### config.mk
export PLATFORM = sky130hd
export DESIGN_NAME = if_prefetch_buffer_flat
export DESIGN_NICKNAME = d
export VERILOG_FILES = /design/src/rtl/if_prefetch_buffer_if.sv /design/src/rtl/if_prefetch_buffer.sv /design/src/flat_wrapper.sv
export SDC_FILE = /design/constraint.sdc
export NUM_CORES = 1
export LEC_CHECK = 0
export BUFFER_PORTS_ARGS = -buffer_cell sky130_fd_sc_hd__buf_2
export CAP_MARGIN = 15
export CORE_MARGIN = 3
export CORE_UTILIZATION = 57
export CTS_CLUSTER_SIZE = 12
export DETAILED_ROUTE_END_ITERATION = 16
export GPL_TIMING_DRIVEN = 1
export PLACE_DENSITY_LB_ADDON = 0.08
export RECOVER_POWER = 50
export SETUP_SLACK_MARGIN = 0.02
export SLEW_MARGIN = 20
export SYNTH_ARGS = -nofsm -noshare
export SYNTH_HDL_FRONTEND = slang
export SYNTH_SLANG_ARGS = --single-unit
export TNS_END_PERCENT = 20
### constraint.sdc
create_clock -name clock -period 3.4 [get_ports clock]
set_clock_uncertainty 0.15 [all_clocks]
set_input_delay 0.51 -clock clock [delete_from_list [all_inputs] [get_ports clock]]
set_output_delay 0.51 -clock clock [all_outputs]
set_load 0.005 [all_outputs]
### src/rtl/if_prefetch_buffer_if.sv
// Bundle of the instruction-memory bus and the IF-stage delivery handshake.
// Handshake: an entry is transferred on a rising edge when inst_valid and
// inst_ready are both 1. inst_valid never depends on inst_ready. The head
// entry stays stable while inst_valid=1 and inst_ready=0, unless a redirect
// or reset flushes the queue. Buses are big-endian, so index 0 is the MSB.
interface if_prefetch_buffer_if;
  logic        fetch_enable;
  logic        redirect;
  logic [0:31] redirect_addr;
  logic [0:31] imem_addr;
  logic [0:31] imem_instr;
  logic [0:31] inst_out;
  logic [0:31] pc_out;
  logic        inst_valid;
  logic        inst_ready;

  // slave: the prefetch buffer itself
  modport slave (
    input  fetch_enable, redirect, redirect_addr, imem_instr, inst_ready,
    output imem_addr, inst_out, pc_out, inst_valid
  );

  // master: the surrounding core (IF stage, control, instruction memory)
  modport master (
    output fetch_enable, redirect, redirect_addr, imem_instr, inst_ready,
    input  imem_addr, inst_out, pc_out, inst_valid
  );
endinterface

### src/rtl/if_prefetch_buffer.sv
// Instruction prefetch queue. It fetches one word per cycle from its own PC
// into a circular FIFO and delivers {pc, instr} pairs to IF. A redirect
// flushes the queue and restarts fetch at an aligned target.
module if_prefetch_buffer #(
  parameter int          DEPTH    = 4,
  parameter logic [0:31] RESET_PC = 32'h0000_0000
) (
  input  logic                       clock,
  input  logic                       reset,
  if_prefetch_buffer_if.slave        bus,
  output logic [$clog2(DEPTH+1)-1:0] count
);
  localparam int PW = $clog2(DEPTH);
  localparam int CW = $clog2(DEPTH+1);

  logic [0:31]   fetch_pc_q, fetch_pc_d;
  logic [PW-1:0] wr_ptr_q, wr_ptr_d;
  logic [PW-1:0] rd_ptr_q, rd_ptr_d;
  logic [CW-1:0] count_q, count_d;

  // Entry storage is not reset; it only holds meaning while count_q covers it.
  logic [0:31] mem_pc_q    [DEPTH];
  logic [0:31] mem_instr_q [DEPTH];

  logic pop;
  logic push;

  // Outputs come from registered state only, never from inst_ready.
  assign bus.inst_valid = (count_q != '0);
  assign bus.inst_out   = mem_instr_q[rd_ptr_q];
  assign bus.pc_out     = mem_pc_q[rd_ptr_q];
  assign bus.imem_addr  = fetch_pc_q;
  assign count          = count_q;

  // A pop completes even in a redirect cycle. A full queue can still accept
  // a push when a pop frees the head slot on the same edge.
  assign pop  = bus.inst_valid & bus.inst_ready;
  assign push = bus.fetch_enable & ~bus.redirect &
                ((count_q < CW'(DEPTH)) | pop);

  // Next-state for the fetch PC, pointers and occupancy; redirect wins.
  always_comb begin
    fetch_pc_d = fetch_pc_q;
    wr_ptr_d   = wr_ptr_q;
    rd_ptr_d   = rd_ptr_q;
    count_d    = count_q;
    if (bus.redirect) begin
      fetch_pc_d = {bus.redirect_addr[0:29], 2'b00};
      wr_ptr_d   = '0;
      rd_ptr_d   = '0;
      count_d    = '0;
    end else begin
      if (push) begin
        fetch_pc_d = fetch_pc_q + 32'd4;
        wr_ptr_d   = wr_ptr_q + PW'(1);
      end
      if (pop) begin
        rd_ptr_d = rd_ptr_q + PW'(1);
      end
      if (push && !pop) begin
        count_d = count_q + CW'(1);
      end else if (pop && !push) begin
        count_d = count_q - CW'(1);
      end
    end
  end

  // Control state with an asynchronous flush on reset.
  always_ff @(posedge clock or negedge reset) begin
    if (!reset) begin
      fetch_pc_q <= RESET_PC;
      wr_ptr_q   <= '0;
      rd_ptr_q   <= '0;
      count_q    <= '0;
    end else begin
      fetch_pc_q <= fetch_pc_d;
      wr_ptr_q   <= wr_ptr_d;
      rd_ptr_q   <= rd_ptr_d;
      count_q    <= count_d;
    end
  end

  // Capture the fetched word together with its address at the write slot.
  always_ff @(posedge clock) begin
    if (push) begin
      mem_pc_q[wr_ptr_q]    <= fetch_pc_q;
      mem_instr_q[wr_ptr_q] <= bus.imem_instr;
    end
  end
endmodule

### src/flat_wrapper.sv
// flat-port wrapper written by rule: the top's interface ports become plain ports
module if_prefetch_buffer_flat 
#(
  parameter int          DEPTH    = 4,
  parameter logic [0:31] RESET_PC = 32'h0000_0000
)
  (clock, reset, count, bus_fetch_enable, bus_redirect, bus_redirect_addr, bus_imem_instr, bus_inst_ready, bus_imem_addr, bus_inst_out, bus_pc_out, bus_inst_valid);
  if_prefetch_buffer_if bus_i ();
  input  logic clock;
  input  logic reset;
  output logic [$clog2(DEPTH+1)-1:0] count;
  input wire logic [$bits(bus_i.fetch_enable)-1:0] bus_fetch_enable;
  input wire logic [$bits(bus_i.redirect)-1:0] bus_redirect;
  input wire logic [$bits(bus_i.redirect_addr)-1:0] bus_redirect_addr;
  input wire logic [$bits(bus_i.imem_instr)-1:0] bus_imem_instr;
  input wire logic [$bits(bus_i.inst_ready)-1:0] bus_inst_ready;
  output wire logic [$bits(bus_i.imem_addr)-1:0] bus_imem_addr;
  output wire logic [$bits(bus_i.inst_out)-1:0] bus_inst_out;
  output wire logic [$bits(bus_i.pc_out)-1:0] bus_pc_out;
  output wire logic [$bits(bus_i.inst_valid)-1:0] bus_inst_valid;
  assign bus_i.fetch_enable = bus_fetch_enable;
  assign bus_i.redirect = bus_redirect;
  assign bus_i.redirect_addr = bus_redirect_addr;
  assign bus_i.imem_instr = bus_imem_instr;
  assign bus_i.inst_ready = bus_inst_ready;
  assign bus_imem_addr = bus_i.imem_addr;
  assign bus_inst_out = bus_i.inst_out;
  assign bus_pc_out = bus_i.pc_out;
  assign bus_inst_valid = bus_i.inst_valid;
  if_prefetch_buffer #(.DEPTH(DEPTH), .RESET_PC(RESET_PC)) u_core (.clock(clock), .reset(reset), .bus(bus_i), .count(count));
endmodule
== After elaboration in Yosys (flattened, before gate mapping) ==
Memories as Yosys holds them, arrays and structs flattened.
Cells that the tools add are included.
Storage, ports and cells
  bits in registers: 39
  memory bits (writable): 256
  bits of input ports: 69
  output and inout port bits: 100
  logic and storage cells: 36
  memories kept: 2
Memories
  u_core.mem_instr_q: depth 4, bits a word 32, read ports 1, clocked after memory_dff 0, write ports 1, RTL line if_prefetch_buffer.sv:23  | logic [0:31] mem_instr_q [DEPTH];
  u_core.mem_pc_q: depth 4, bits a word 32, read ports 1, clocked after memory_dff 0, write ports 1, RTL line if_prefetch_buffer.sv:22  | logic [0:31] mem_pc_q [DEPTH];
Cells by class
  add/subtract/negate cells: 5
  magnitude comparators: 1
  muxes and demuxes: 11
  bitwise gates (word level): 5
  reduce and logical (&&, ||, !) cells: 8
Operators with widths (count)
  32-bit two-way mux: 2
  32-bit by 3-bit adder with 32-bit output (second input constant): 1
  3-bit two-way mux: 3
  2-bit two-way mux: 4
  3-bit nonzero test: 2
  2-bit by 1-bit adder with 2-bit output (second input constant): 2
  2-bit nonzero test: 2
  3-bit by 1-bit adder with 3-bit output (second input constant): 1
  1-bit bitwise AND: 3
  3-bit < comparator (second input constant): 1
  3-bit by 1-bit subtractor with 3-bit output (second input constant): 1
  1-bit logical AND: 2
  1-bit zero test: 2
  1-bit two-way mux: 2
  1-bit inverter: 1
  1-bit OR: 1

== Logic depth before layout (Yosys ltp) ==
Gate-level depths: netlist of the first run.
  depth in word-level cells: 9
  mapped depth: 8
  gate-level depth less buffers: 7

== Least setup slack after synthesis of the first run ==
OpenSTA, ideal clock, no wires.
  path kind: input -> register
  start point: in bus_inst_ready
  end point: mem u_core.mem_instr_q[0][0] (netlist name), enable pin
  setup time: 0.427 ns
  arrival: 2.562 ns
  setup slack: 0.261 ns
  stages: 4
  path buffers: 0
  cell sequence: or2b_1 -> nand2_1 -> nor2_1 -> and2_1
On the way
  cells in the longest elaborated chain, start to end: 5
RTL lines
  start: declaration: RTL line flat_wrapper.sv:16  | input wire logic [$bits(bus_i.inst_ready)-1:0] bus_inst_ready;
  1-bit bitwise AND: RTL line if_prefetch_buffer.sv:37  | assign pop = bus.inst_valid & bus.inst_ready;
  1-bit OR: RTL line if_prefetch_buffer.sv:39  | ((count_q < CW'(DEPTH)) | pop);
  1-bit bitwise AND: RTL line if_prefetch_buffer.sv:38  | assign push = bus.fetch_enable & ~bus.redirect &
  1-bit two-way mux: RTL line if_prefetch_buffer.sv:85  | if (push) begin
  1-bit two-way mux (not written as such): RTL line if_prefetch_buffer.sv:87  | mem_instr_q[wr_ptr_q] <= bus.imem_instr;
  end: declaration: RTL line if_prefetch_buffer.sv:23
Every way passes these cells.

== Worst setup path after layout of the first run ==
  start point: reg u_core.rd_ptr_q[0]
  end point: out bus_pc_out[14]
On the way
  cells in the longest elaborated chain, start to end: 1
RTL lines
  start: declaration: RTL line if_prefetch_buffer.sv:18  | logic [PW-1:0] rd_ptr_q, rd_ptr_d;
  start signal: assignment: RTL line if_prefetch_buffer.sv:78  | rd_ptr_q <= rd_ptr_d;
  memory 4 x 32 bit
  end: declaration: RTL line flat_wrapper.sv:19  | output wire logic [$bits(bus_i.pc_out)-1:0] bus_pc_out;
Every way passes these cells.

==> results of run 1 <==
-- worst register-to-register path, cell delays in order, from the launching register on --
cell     delay (ns)
dfrtp_1        0.43
or3_1          0.39
and2_0         0.27
nor3_1         0.28
fa_1           0.24
nand2_1        0.07
or4b_2         0.61
a31oi_1        0.17
-- where the power goes --
part           internal, uW  switching, uW  total [uW]
logic                   917            760        1680
registers              4060            216        4280
clock network          1620           1200        2830
-- registers in the layout (all words and copies together), names as in the netlist --
register / cells
u_core.mem_instr_q: 128
u_core.mem_pc_q: 120
u_core.bus.imem_addr: 30
u_core.count: 3
u_core.rd_ptr_q: 2
u_core.wr_ptr_q: 2
-- cell families (layout without fill, tap and decap cells) --
logic type | Yosys count | in the layout | share of synthesized area (%)
flip-flops | 285 | 285 | 74.87
AND/OR/NAND/NOR | 117 | 117 | 5.773
multiplexers | 67 | 67 | 12.96
buffers and inverters | 35 | 237 | 1.488
AO/OA/AOI/OAI | 33 | 33 | 1.645
XOR/XNOR | 31 | 31 | 2.495
adder cells (fa/ha/maj) | 6 | 6 | 0.7384
other | 1 | 4 | 0.03353
-- final timing paths --
kind                       cells after the start                                   end  slack [ns]                            from
setup / recovery                               3                        bus_pc_out[14]        0.48  u_core.rd_ptr_q[0]$_DFFE_PN0P_
hold / removal                                 3  u_core.bus.imem_addr[18]$_DFFE_PN0N_        0.04           bus_redirect_addr[13]
setup reg to reg                               7           u_core.count[2]$_DFFE_PN0P_        0.72     u_core.count[0]$_DFFE_PN0P_
hold reg to reg                                2        u_core.wr_ptr_q[1]$_DFFE_PN0N_        0.43  u_core.wr_ptr_q[1]$_DFFE_PN0N_
max in group asynchronous                      2        u_core.rd_ptr_q[1]$_DFFE_PN0P_        0.70                           reset
min in group asynchronous                      2  u_core.bus.imem_addr[18]$_DFFE_PN0N_        0.95                           reset
-- placed cells by master, fill, tap and decap left out, drive strengths merged, types with 3 or more instances in the layout --
cell	synthesis	final
xnor2	16	16
nand2	42	42
o21ai	25	25
a22oi	3	3
buf	16	128
edfxtp	248	248
ha	5	5
and3	6	6
and2	5	5
xor2	15	15
nand3	16	16
or3	3	3
clkinv	0	5
mux4	62	62
clkbuf	13	97
nor4	4	4
conb	1	4
nor3	13	13
dfrtp	37	37
mux2i	3	3
inv	6	6
nand4	7	7
nor2	14	14
-- metal layers --
metal	routed length, um	up-vias
li1	-	2649
met1	9054	2945
met2	10360	204
met3	1441	31
met4	365	0
met5	0	-
-- metrics by stage --
stage	setup WS, ns	cell area, um^2	power, uW	hold WS [ns]
CTS	0.4047	13270	8914	0.02172
detailed placement	0.6829	12420	6091	0.4232
global route	0.1880	13190	9187	0.03833
global placement	0.7427	12420	6052	0.4104
floorplan	0.2610	11190	5351	0.06441
finish	0.4848	13190	8778	0.04018
-- final cells by class --
| class | instances | area share [%] |
|---|---|---|
| clock buffer | 48 | 6.193 |
| clock inverter | 5 | 0.1897 |
| inverter | 6 | 0.1707 |
| multi-input combinational | 258 | 20.10 |
| sequential | 285 | 63.52 |
| tap | 260 | 2.466 |
| timing repair buffer | 178 | 7.359 |
==> metrics.yaml, run 1 <==
floorplanning:
  num_io_pins: 169
  core_um2: 19020
  dieArea_um2: 21340
  rows: 50
  dieWidth_um: 146.1
  die_h_um: 146.1
  floorplan.initialDensity_pct: 58.80
finish:
  multiInputGateArea_um2: 2653
  utilization_pct: 69.38
  instances_no_fill: 1040
  syn2layout_area_growth_pct: 17.98
  seq_area_um2: 8381
  fillers: 1359
  num-nets-final: 833
  antenna-diode-count: 0
  drive_gt1_share_pct: 30.64
detailed_routing:
  wirelength_um: 21220
  drc: 0
  first_iter_violations: 389
  viasPerCell: 5.605
  first_pass_iters: 6
  wl_per_cell_um: 20.40
  vias: 5829
  drtAntennaViolNets: 0
sta:
  maxSlewViolCount: 38
  fmaxAchievable_mhz: 343.0
  setup_tns_ns: 0
  grt_setup_unrepaired: "no"
  finalCritPeriodShare_pct: 85.74
  slew_headroom_pct: -36.32
  hold_viol: 0
  period_needed_ns: 2.915
  setup_violations: 0
  tightestPinTransition_ns: 2.045
critical_path:
  end_kind: "output pin"
  crit_fanout: 28
  crit_buf_inv: 2
  cpLargestDelayFamily: "flip-flops"
  cp_slowest_cell: "dfrtp_4"
  critPathLaunchType: "flip-flop"
  cp_cell_sequence: "buf_12 -> mux4_2 -> buf_2"
  critPathKind: "reg2out"
  required_ns: 2.74
  critPathMaxStageDelay_ns: 0.70
  worstPathArrival_ns: 2.26
status:
  status: "finished with violations"
  violations: "max-capacitance violations, max-slew violations"
grt:
  use_met2_pct: 33.71
  grt_usage_pct: 20.56
  grt_overflow: 0
  grt_pass1_wl_um: 34620
  use_met3_pct: 3.942
  top_usage_layer: "met2"
  grt_max_degree: 62
  grt_pass1_vias: 6200
  met1_usage_pct: 29.34
  antenna_found_initial: 0
placement:
  routabilityCongestion: 0.8577
  dpl.hpwl_um: 13600
  port_buffers: 162
  placedCellCount: 986
clock_network:
  clock_sinks: 285
  clock_latency_ns: 0.53
  numCtsBuffers: 29
  post_cts_resized: 0
  tritoncts: "built"
  cts_htree_levels: 1
  cts_setup_buffers: 0
  hold_buffers: 1
  cts_buffer_depth: 3
  clk_pin_slew_worst_paths_ns: 0.06
  ctsRootBufferMaster: "clkbuf_16"
logic_synthesis:
  synth_cell_types: 45
  synth_top_area_share_pct: 66.59
  seq_area_frac_synth_pct: 74.87
  yosysWarnings: 0
  synth-edff-count: 248
  ys_dominant_reg_cell: "edfxtp_1"
  synth_top_area_cell: "edfxtp_1"
  synthArstFlopShare_pct: 12.98
  ys_ff_latch: 285
  synth_area_leaders: "edfxtp_1 67%, mux4_2 12%, dfrtp_1 8.3%"
  syn_inst: 575
  syn-cell-area_um2: 11180
  synthTopCellsByCount: "248 x edfxtp_1, 62 x mux4_2, 42 x nand2_1"
  syn_avg_cell_area_um2: 19.45
  yosys.cell_count.top_type: "edfxtp_1"
flow_run:
  cap_violations: 1
pwr:
  ir_drop_mv: 0.5131
  power.density_nw_per_um2: 665.3
  leakagePower_uw: 0.004509
hold_path:
  min_path_type: "in2reg"
Power figures use the tool's default switching activity.
==> run 2: changes to the inputs <==
--- a/config.mk
+++ b/config.mk
@@ -8,7 +8,8 @@
 export BUFFER_PORTS_ARGS = -buffer_cell sky130_fd_sc_hd__buf_2
 export CAP_MARGIN = 15
 export CORE_MARGIN = 3
-export CORE_UTILIZATION = 57
+export CORE_UTILIZATION = 59
+export CTS_BUF_LIST = sky130_fd_sc_hd__clkbuf_4
 export CTS_CLUSTER_SIZE = 12
 export DETAILED_ROUTE_END_ITERATION = 16
 export GPL_TIMING_DRIVEN = 1
==> metrics.yaml, run 2 (synthesized netlist as in run 1, its figures left out) <==
status:
  status: "finished with violations"
  violations: "max-capacitance violations, max-slew violations"
critical_path:
  cp_slowest_cell: "dfrtp_4"
  critPathLaunchType: "flip-flop"
  crit_fanout: 24
  required_ns: 2.74
  worstPathArrival_ns: 2.29
  critPathKind: "reg2out"
  cp_cell_sequence: "buf_12 -> mux4_2 -> buf_2"
  worstRegToRegCells: 7
  r2r_end: "u_core.count[2]$_DFFE_PN0P_"
  critPathMaxStageDelay_ns: 0.68
  r2r_slack_ns: 0.66
  end_kind: "output pin"
  rr_startpoint: "u_core.count[0]$_DFFE_PN0P_"
  setup.worst_path.start: "u_core.rd_ptr_q[0]$_DFFE_PN0P_"
sta:
  setup_violations: 0
  holdWs_ns: 0.06488
  hold_viol: 0
  fmaxAchievable_mhz: 338.7
  grt_setup_unrepaired: "no"
  maxSlewViolCount: 38
  period_needed_ns: 2.952
  setup_slack_ns: 0.4479
  setup_tns_ns: 0
  finalCritPeriodShare_pct: 86.83
  slew_headroom_pct: -39.29
  tightestPinTransition_ns: 2.089
floorplanning:
  die_h_um: 143.7
  dieArea_um2: 20640
  rows: 49
  core_um2: 18270
  num_io_pins: 169
  dieWidth_um: 143.7
  floorplan.initialDensity_pct: 61.21
pwr:
  leakagePower_uw: 0.004888
  ir_drop_mv: 0.4018
  power.density_nw_per_um2: 637.6
detailed_routing:
  vias: 6393
  viasPerCell: 5.588
  first_pass_iters: 4
  drc: 0
  wirelength_um: 23100
  wl_per_cell_um: 20.19
  drtAntennaViolNets: 0
  first_iter_violations: 514
clock_network:
  numCtsBuffers: 71
  clk_pin_slew_worst_paths_ns: 0.06
  cts_htree_levels: 3
  clock_sinks: 285
  ctsRootBufferMaster: "clkbuf_4"
  cts_buffer_depth: 3
  clock_latency_ns: 0.64
  cts_setup_buffers: 0
  tritoncts: "built"
finish:
  seq_area_um2: 8378
  largest_register_ffs: 128
  fillers: 1122
  multiInputGateArea_um2: 2653
  layout_commonest_cell: "edfxtp_1"
  mostFrequentLayoutCells: "248 x edfxtp_1, 108 x clkbuf_4, 107 x buf_2, 63 x dlygate4sd3_1, 62 x mux4_2"
  drive_gt1_share_pct: 34.25
  largest-register: "u_core.mem_instr_q"
  num-nets-final: 939
  syn2layout_area_growth_pct: 23.45
placement:
  pre_cts_slack_ns: 0.6432
  dpl.hpwl_um: 14350
  port_buffers: 162
  routabilityCongestion: 0.8447
grt:
  antenna_found_initial: 1
  grt_pass1_wl_um: 35990
  grt_overflow: 0
  grt_pass1_vias: 6892
  grt_max_degree: 48
  grt_usage_pct: 23.11
hold_path:
  worstHoldPathCells: 3
  min_to: "u_core.wr_ptr_q[1]$_DFFE_PN0N_"
  min_path_type: "in2reg"
  min_from: "bus_fetch_enable"
flow_run:
  cap_violations: 1
## run 2: worst max-delay path by stage
stage                                                     end  slack, ns
after CTS                                      bus_pc_out[14]       0.36
final                                        bus_inst_out[12]       0.45
after global placement    u_core.mem_instr_q[1][18]$_DFFE_PP_       0.74
after detailed placement  u_core.mem_instr_q[0][18]$_DFFE_PP_       0.64
after floorplan            u_core.mem_instr_q[0][0]$_DFFE_PP_       0.26
after global routing                           bus_pc_out[14]       0.28
## run 2: critical path: cells and delay by family (launching register included)
family | cells | cell delay [ns]
buf+inv | 2 | 0.43
mux | 1 | 0.54
flops | 1 | 0.68
## run 2: power by group
part	switching [uW]	total [uW]	leakage, uW	internal [uW]
combinational	808	1760	0.00164	955
clock	1250	2770	0.000540	1520
sequential	216	4270	0.00271	4060
total	2270	8800	0.00489	6530
## run 2: per-stage QoR
stage | util [%] | power (uW) | std cells | cell area (um^2)
finish | 75.57 | 8803 | 1144 | 13810
CTS | 76.04 | 8928 | 1143 | 13890
global placement | 67.68 | 6053 | 957 | 12370
global route | 75.57 | 9292 | 1144 | 13810
floorplan | - | 5351 | 578 | 11190
detailed placement | 67.68 | 6098 | 957 | 12370
## run 2: cell type report
type                            instances  share of cell area [%]
Antenna cell                            1                 0.01813
Clock buffer                          108                   5.873
Clock inverter                         15                  0.6163
Inverter                                6                  0.1631
Multi-Input combinational cell        258                   19.21
Sequential cell                       285                   60.69
Tap cell                              229                   2.075
Timing Repair Buffer                  242                   11.36
## run 2: layer usage
metal	global-route usage, %	wire length (um)	vias to the layer above
li1	-	-	2914
met1	30.67	9520	3226
met4	7.433	235	0
met3	5.857	1501	18
met5	0	0	-
met2	38.30	11840	235
## run 2: repair_timing
item                      in CTS  in global routing
hold endpoints to repair     195                  0
hold buffers                  63                  0
gates resized for setup        0                  0
